File: src/rtl/gray_counter_src.sv
// Up/down Gray-code counter with parallel binary load and terminal-count flag.
// Drives a downstream Gray-to-binary converter; index 0 is the MSB throughout.
module gray_counter_src #(
  parameter int WIDTH = 4
) (
  input  logic             clk,
  input  logic             rst,
  input  logic             en,
  input  logic             up,
  input  logic             load,
  input  logic [0:WIDTH-1] din,
  output logic [0:WIDTH-1] g,
  output logic             tc,
  output logic             chg
);

  localparam logic [0:WIDTH-1] ONE  = WIDTH'(1);
  localparam logic [0:WIDTH-1] ONES = '1;
  localparam logic [0:WIDTH-1] ZERO = '0;

  logic [0:WIDTH-1] bin;
  logic [0:WIDTH-1] bin_p0;
  logic [0:WIDTH-1] g_p0;
  logic             tc_p0;
  logic             chg_p0;

  // Binary-to-Gray: g[0]=b[0], g[i]=b[i-1]^b[i]; with index 0 as MSB this is b ^ (b >> 1).
  function automatic logic [0:WIDTH-1] to_gray(input logic [0:WIDTH-1] b);
    to_gray = b ^ (b >> 1);
  endfunction

  // Stage p0: next binary state, its Gray image, and the flags derived from it
  always_comb begin
    bin_p0 = bin;
    chg_p0 = 1'b0;
    if (load) begin
      bin_p0 = din;
      chg_p0 = (to_gray(din) != g);
    end else if (en) begin
      bin_p0 = up ? (bin + ONE) : (bin - ONE);
      chg_p0 = 1'b1;
    end
    g_p0  = to_gray(bin_p0);
    tc_p0 = up ? (bin_p0 == ONES) : (bin_p0 == ZERO);
  end

  // Register stage: bin and g update on the same edge so g never lags bin
  always_ff @(posedge clk) begin
    if (rst) begin
      bin <= ZERO;
      g   <= ZERO;
      tc  <= 1'b0;
      chg <= 1'b0;
    end else begin
      bin <= bin_p0;
      g   <= g_p0;
      tc  <= tc_p0;
      chg <= chg_p0;
    end
  end

endmodule
File: config.mk
export PLATFORM = sky130hd
export DESIGN_NAME = gray_counter_src
export DESIGN_NICKNAME = d
export VERILOG_FILES = /design/src/rtl/gray_counter_src.sv
export SDC_FILE = /design/constraint.sdc
export NUM_CORES = 1
export LEC_CHECK = 0
export CORE_AREA = 2 2 39 41
export CTS_CLUSTER_DIAMETER = 150
export DETAILED_ROUTE_END_ITERATION = 10
export DIE_AREA = 0 0 41 43
export PLACE_DENSITY = 0.72
export SYNTH_ARGS = -nofsm -noshare
export SYNTH_HDL_FRONTEND = slang
export SYNTH_SLANG_ARGS = --single-unit
File: constraint.sdc
create_clock -name clk -period 5.92 [get_ports clk]
set_clock_uncertainty 0.2 [all_clocks]
set_input_delay 1.184 -clock clk [delete_from_list [all_inputs] [get_ports clk]]
set_output_delay 1.184 -clock clk [all_outputs]
set_load 0.005 [all_outputs]
Yosys cells after proc, flatten, opt, wreduce, memory -nomap -nowiden. Index checks and enable logic that the tools add are counted.

Memory bits (writable): 0. Bits in registers: 10. Memories kept: 0. Word-level logic and storage cells: 17. ROM bits: 0. Bits in latches: 0.

Multipliers: 0. $add $sub $neg: 2. Order comparisons: 0. Div/mod/pow operators: 0. Bitwise gates (word level): 2. Mux-type cells: 6. Shifts and indexed selects: 0. Reduce and logical (&&, ||, !) cells: 1. Eq/ne operators: 2.

Operators with widths (number): two-way mux 4 bit (3); XOR 4 x 3 -> 4 bit (2); adder 4 x 1 -> 4 bit (second input constant) (1); == test 4 bit (second input constant) (1); logical NOT 4 bit (1); != test 4 bit (1); subtractor 4 x 1 -> 4 bit (second input constant) (1); two-way mux 1 bit (3).

Logic depth before layout (Yosys ltp).
Depth in word-level cells: 6. Depth in mapped cells: 8. Mapped depth without buffers: 8.

Worst setup path after synthesis. OpenSTA, ideal clock, no wires.

Kind: input to register. Start point: input up. End point: register tc. Arrival time: 2.922 ns. Stages on the path: 7. Data required time: 5.651 ns. Library setup time: 0.069 ns. Path slack: 2.729 ns. Path through: inv_1 -> fa_1 -> mux2_2 -> mux2i_1 -> ha_1 -> or4b_1 -> o21ai_1.

Cells in the longest elaborated chain, start to end: 5. Elaborated cells on any way between the ends: 6. Classes of those cells: eq/ne (1); mux (4); reduce/logical (1).

RTL lines: from (decl) (line 9) `input logic up,`; two-way mux 4 bit (line 40) `bin_p0 = up ? (bin + ONE) : (bin - ONE);`; two-way mux 4 bit (line 39) `end else if (en) begin`; two-way mux 4 bit (line 36) `if (load) begin`; == test 4 bit or logical NOT 4 bit (tied branches) (line 44) `tc_p0 = up ? (bin_p0 == ONES) : (bin_p0 == ZERO);`; two-way mux 1 bit (*) (line 44); to (signal assigned) (line 57) `tc <= tc_p0;`; to (decl) (line 13) `output logic tc,`.

Every way passes the cells marked *; elsewhere a longest branch is shown, timed or not. A chain may end at the register's enable or synchronous reset.

Worst setup path after layout. Same ends and word-level chain as after synthesis.

==> impl_results.md <==
- Status: completed
- Worst setup SP type: input port
- Slew HR: 0.6980
- Die height: 43 um
- CTS Buffer Depth: 2
- IO buf count: 14
- Post-CTS Setup Bufs: 0
- CTS Hold Bufs: 0
- LEAKAGE: 0.3166 nW
- Worst setup EP type: flop
- Area leader, netlist: dfxtp_1
- FP Rows: 14
- CTS Sinks: 9
- WP data arrival: 3.73 ns
- Sequential cell area fraction in the yosys report: 0.3070
- Initial Util: 0.4241
- Mapped Nets: 77
- Period utilization: 0.6326
- Die Area: 0.001763 mm^2
- Pwr dens: 224.1 mW/mm^2
- Worst slew pin tran: 0.4516 ns
- Synth top area share: 0.3070
- Post-Syn Area per Cell: 9.465 um^2
- Root buffer cell: clkbuf_4
- Most common cell after layout, fill and taps aside: clkdlybuf4s50_1
- GR Util All Layers: 0.1495
- Resized cells post-CTS: 0
- Diodes inserted: 0
- DR iter-0 viols: 16
- Reg clk slew, reported paths: 0.06 ns
- Core area: 0.001384 mm^2
- Detail Route Antenna Nets: 0
- Period minus WS final: 3.745 ns
- Slew Limit Fails: 0
- Total CTS buffers: 3
- Max Freq: 0.2670 GHz
- Share of cells above drive strength 1: 0.06494
- WP data required: 5.91 ns
- Drt total wl: 1154 um
- Final net count: 93
- Clk Latency, worst-skew pair: 0.26 ns
- Gpl congestion: 0.8024
- Setup-failing EPs final: 0
- DR WL/cell: 12.41 um
- Final hold vios: 0
- Global-route wire length before repair: 1766 um
- Distinct cells, synth: 27
- Hold/Removal Path Class: reg -> reg
- WS Path Type: in -> reg
- CTS tree: done
- Ranking of synthesized cells by area: dfxtp_1 (31%), ha_1 (11%), xor2_1 (7.5%)
- Fill cells: 124
- DP HPWL: 927.1 um
- RSZ-0062 raised after global routing: no
- Most frequent cells in the layout: clkdlybuf4s50_1 (14), dfxtp_1 (9), xor2_1 (5), nor2_1 (5), ha_1 (5)
- Setup TNS: 0 ns
- DRT Pass-1 Iters: 7
- Area Overhead vs Synth: 28.57%
- Synth warnings: 0
- Global route total overflow: 0
- Max cap viols: 0
- Antenna violations before repair: 0
- Synth Register Bits: 9
- Largest net degree at the start of global routing: 14
- Vias in the first global route: 418
- Number of I/O pins: 15
- DR vias/cell: 5.473
- DRC Markers: 0
- Tot Pwr: 169.1 uW
- Syn Std Cell Area: 586.8 um^2
- Syn Inst Count: 62
- Max IR drop VDD: 0.0001320 V
- Chip Width: 41 um
- Worst-path maximum fanout: 7
- H-tree Lvls: 1
- Vias: 509
[worst paths after layout]
kind	from	to	slack, ns	cells after the start
worst min-delay path	bin[3]$_SDFF_PP0_	g[0]$_SDFF_PP0_	0.51	3
worst max-delay path	up	tc$_SDFF_PP0_	2.17	8
worst min register to register	bin[3]$_SDFF_PP0_	g[0]$_SDFF_PP0_	0.51	3
worst max register to register	bin[3]$_SDFF_PP0_	tc$_SDFF_PP0_	3.46	6
[logic make-up (layout without fill, tap and decap cells)]
group	count (synthesis)	after routing	share of synthesized area
simple gates	22	22	0.2388
mux	2	2	0.03625
fa+ha+maj	6	6	0.1407
flops	9	9	0.3070
buf+inv	6	21	0.05116
compound gates	11	11	0.1365
xor+xnor	6	6	0.08955
[per-layer routing]
metal / part of all wire / GRT usage / routed length [um]
met1: 0.47 / 0.1869 / 546
met2: 0.46 / 0.2188 / 531
met5: 0 / 0 / 0
met3: 0.067 / 0.09424 / 77
met4: 0 / 0.02000 / 0
[cell usage after synthesis]
library cell  n
or3_1         2
a211oi_1      1
ha_1          5
or4b_1        2
nand4b_1      1
nand3b_1      1
o21ai_1       1
a21o_1        1
mux2i_1       1
xor2_1        5
clkbuf_1      1
inv_1         3
nand3_1       4
mux2_2        1
o2bb2ai_1     1
a31oi_1       1
xnor2_1       1
dfxtp_1       9
and4bb_2      1
a221o_1       2
nor2b_1       4
a22oi_1       2
buf_4         2
nor3b_1       2
fa_1          1
nor2_1        5
a21oi_1       2
[area by class of cell]
| class | count | area [um^2] | share of cell area |
|---|---|---|---|
| multi-input combinational | 47 | 376.6 | 0.4992 |
| sequential | 9 | 180.2 | 0.2388 |
| timing repair buffer | 14 | 140.1 | 0.1857 |
| clock buffer | 4 | 26.28 | 0.03483 |
| tap | 16 | 20.02 | 0.02653 |
| inverter | 3 | 11.26 | 0.01493 |
[critical path, stage by stage]
cell,delay [ns]
clkdlybuf4s50_1,0.59
inv_1,0.14
fa_1,0.48
mux2_2,0.27
mux2i_1,0.31
ha_1,0.21
or4b_1,0.42
o21ai_1,0.13
[flip-flops by register name, summed over array words and instances, names as in the netlist]
name	flops
g	4
bin	3
chg	1
tc	1
[power breakdown]
group / internal, mW / switching (mW) / leakage [nW] / total [mW]
sequential: 0.0671 / 0.00496 / 0.0747 / 0.0721
clock: 0.0259 / 0.0199 / 0.0150 / 0.0457
combinational: 0.0289 / 0.0224 / 0.227 / 0.0513
[metrics by stage]
stage / instance area, um^2 / setup slack (ns) / hold slack [ns] / instances / utilization
after floorplan: 586.8 / 2.729 / 0.4587 / 62 / -
after global placement: 728.2 / 1.929 / 0.5128 / 89 / 0.5262
after detailed placement: 728.2 / 1.872 / 0.5129 / 89 / 0.5262
after CTS: 754.5 / 2.149 / 0.5171 / 93 / 0.5452
after global routing: 754.5 / 2.034 / 0.5587 / 93 / 0.5452
final: 754.5 / 2.175 / 0.5119 / 93 / 0.5452
Power figures use the tool's default switching activity.
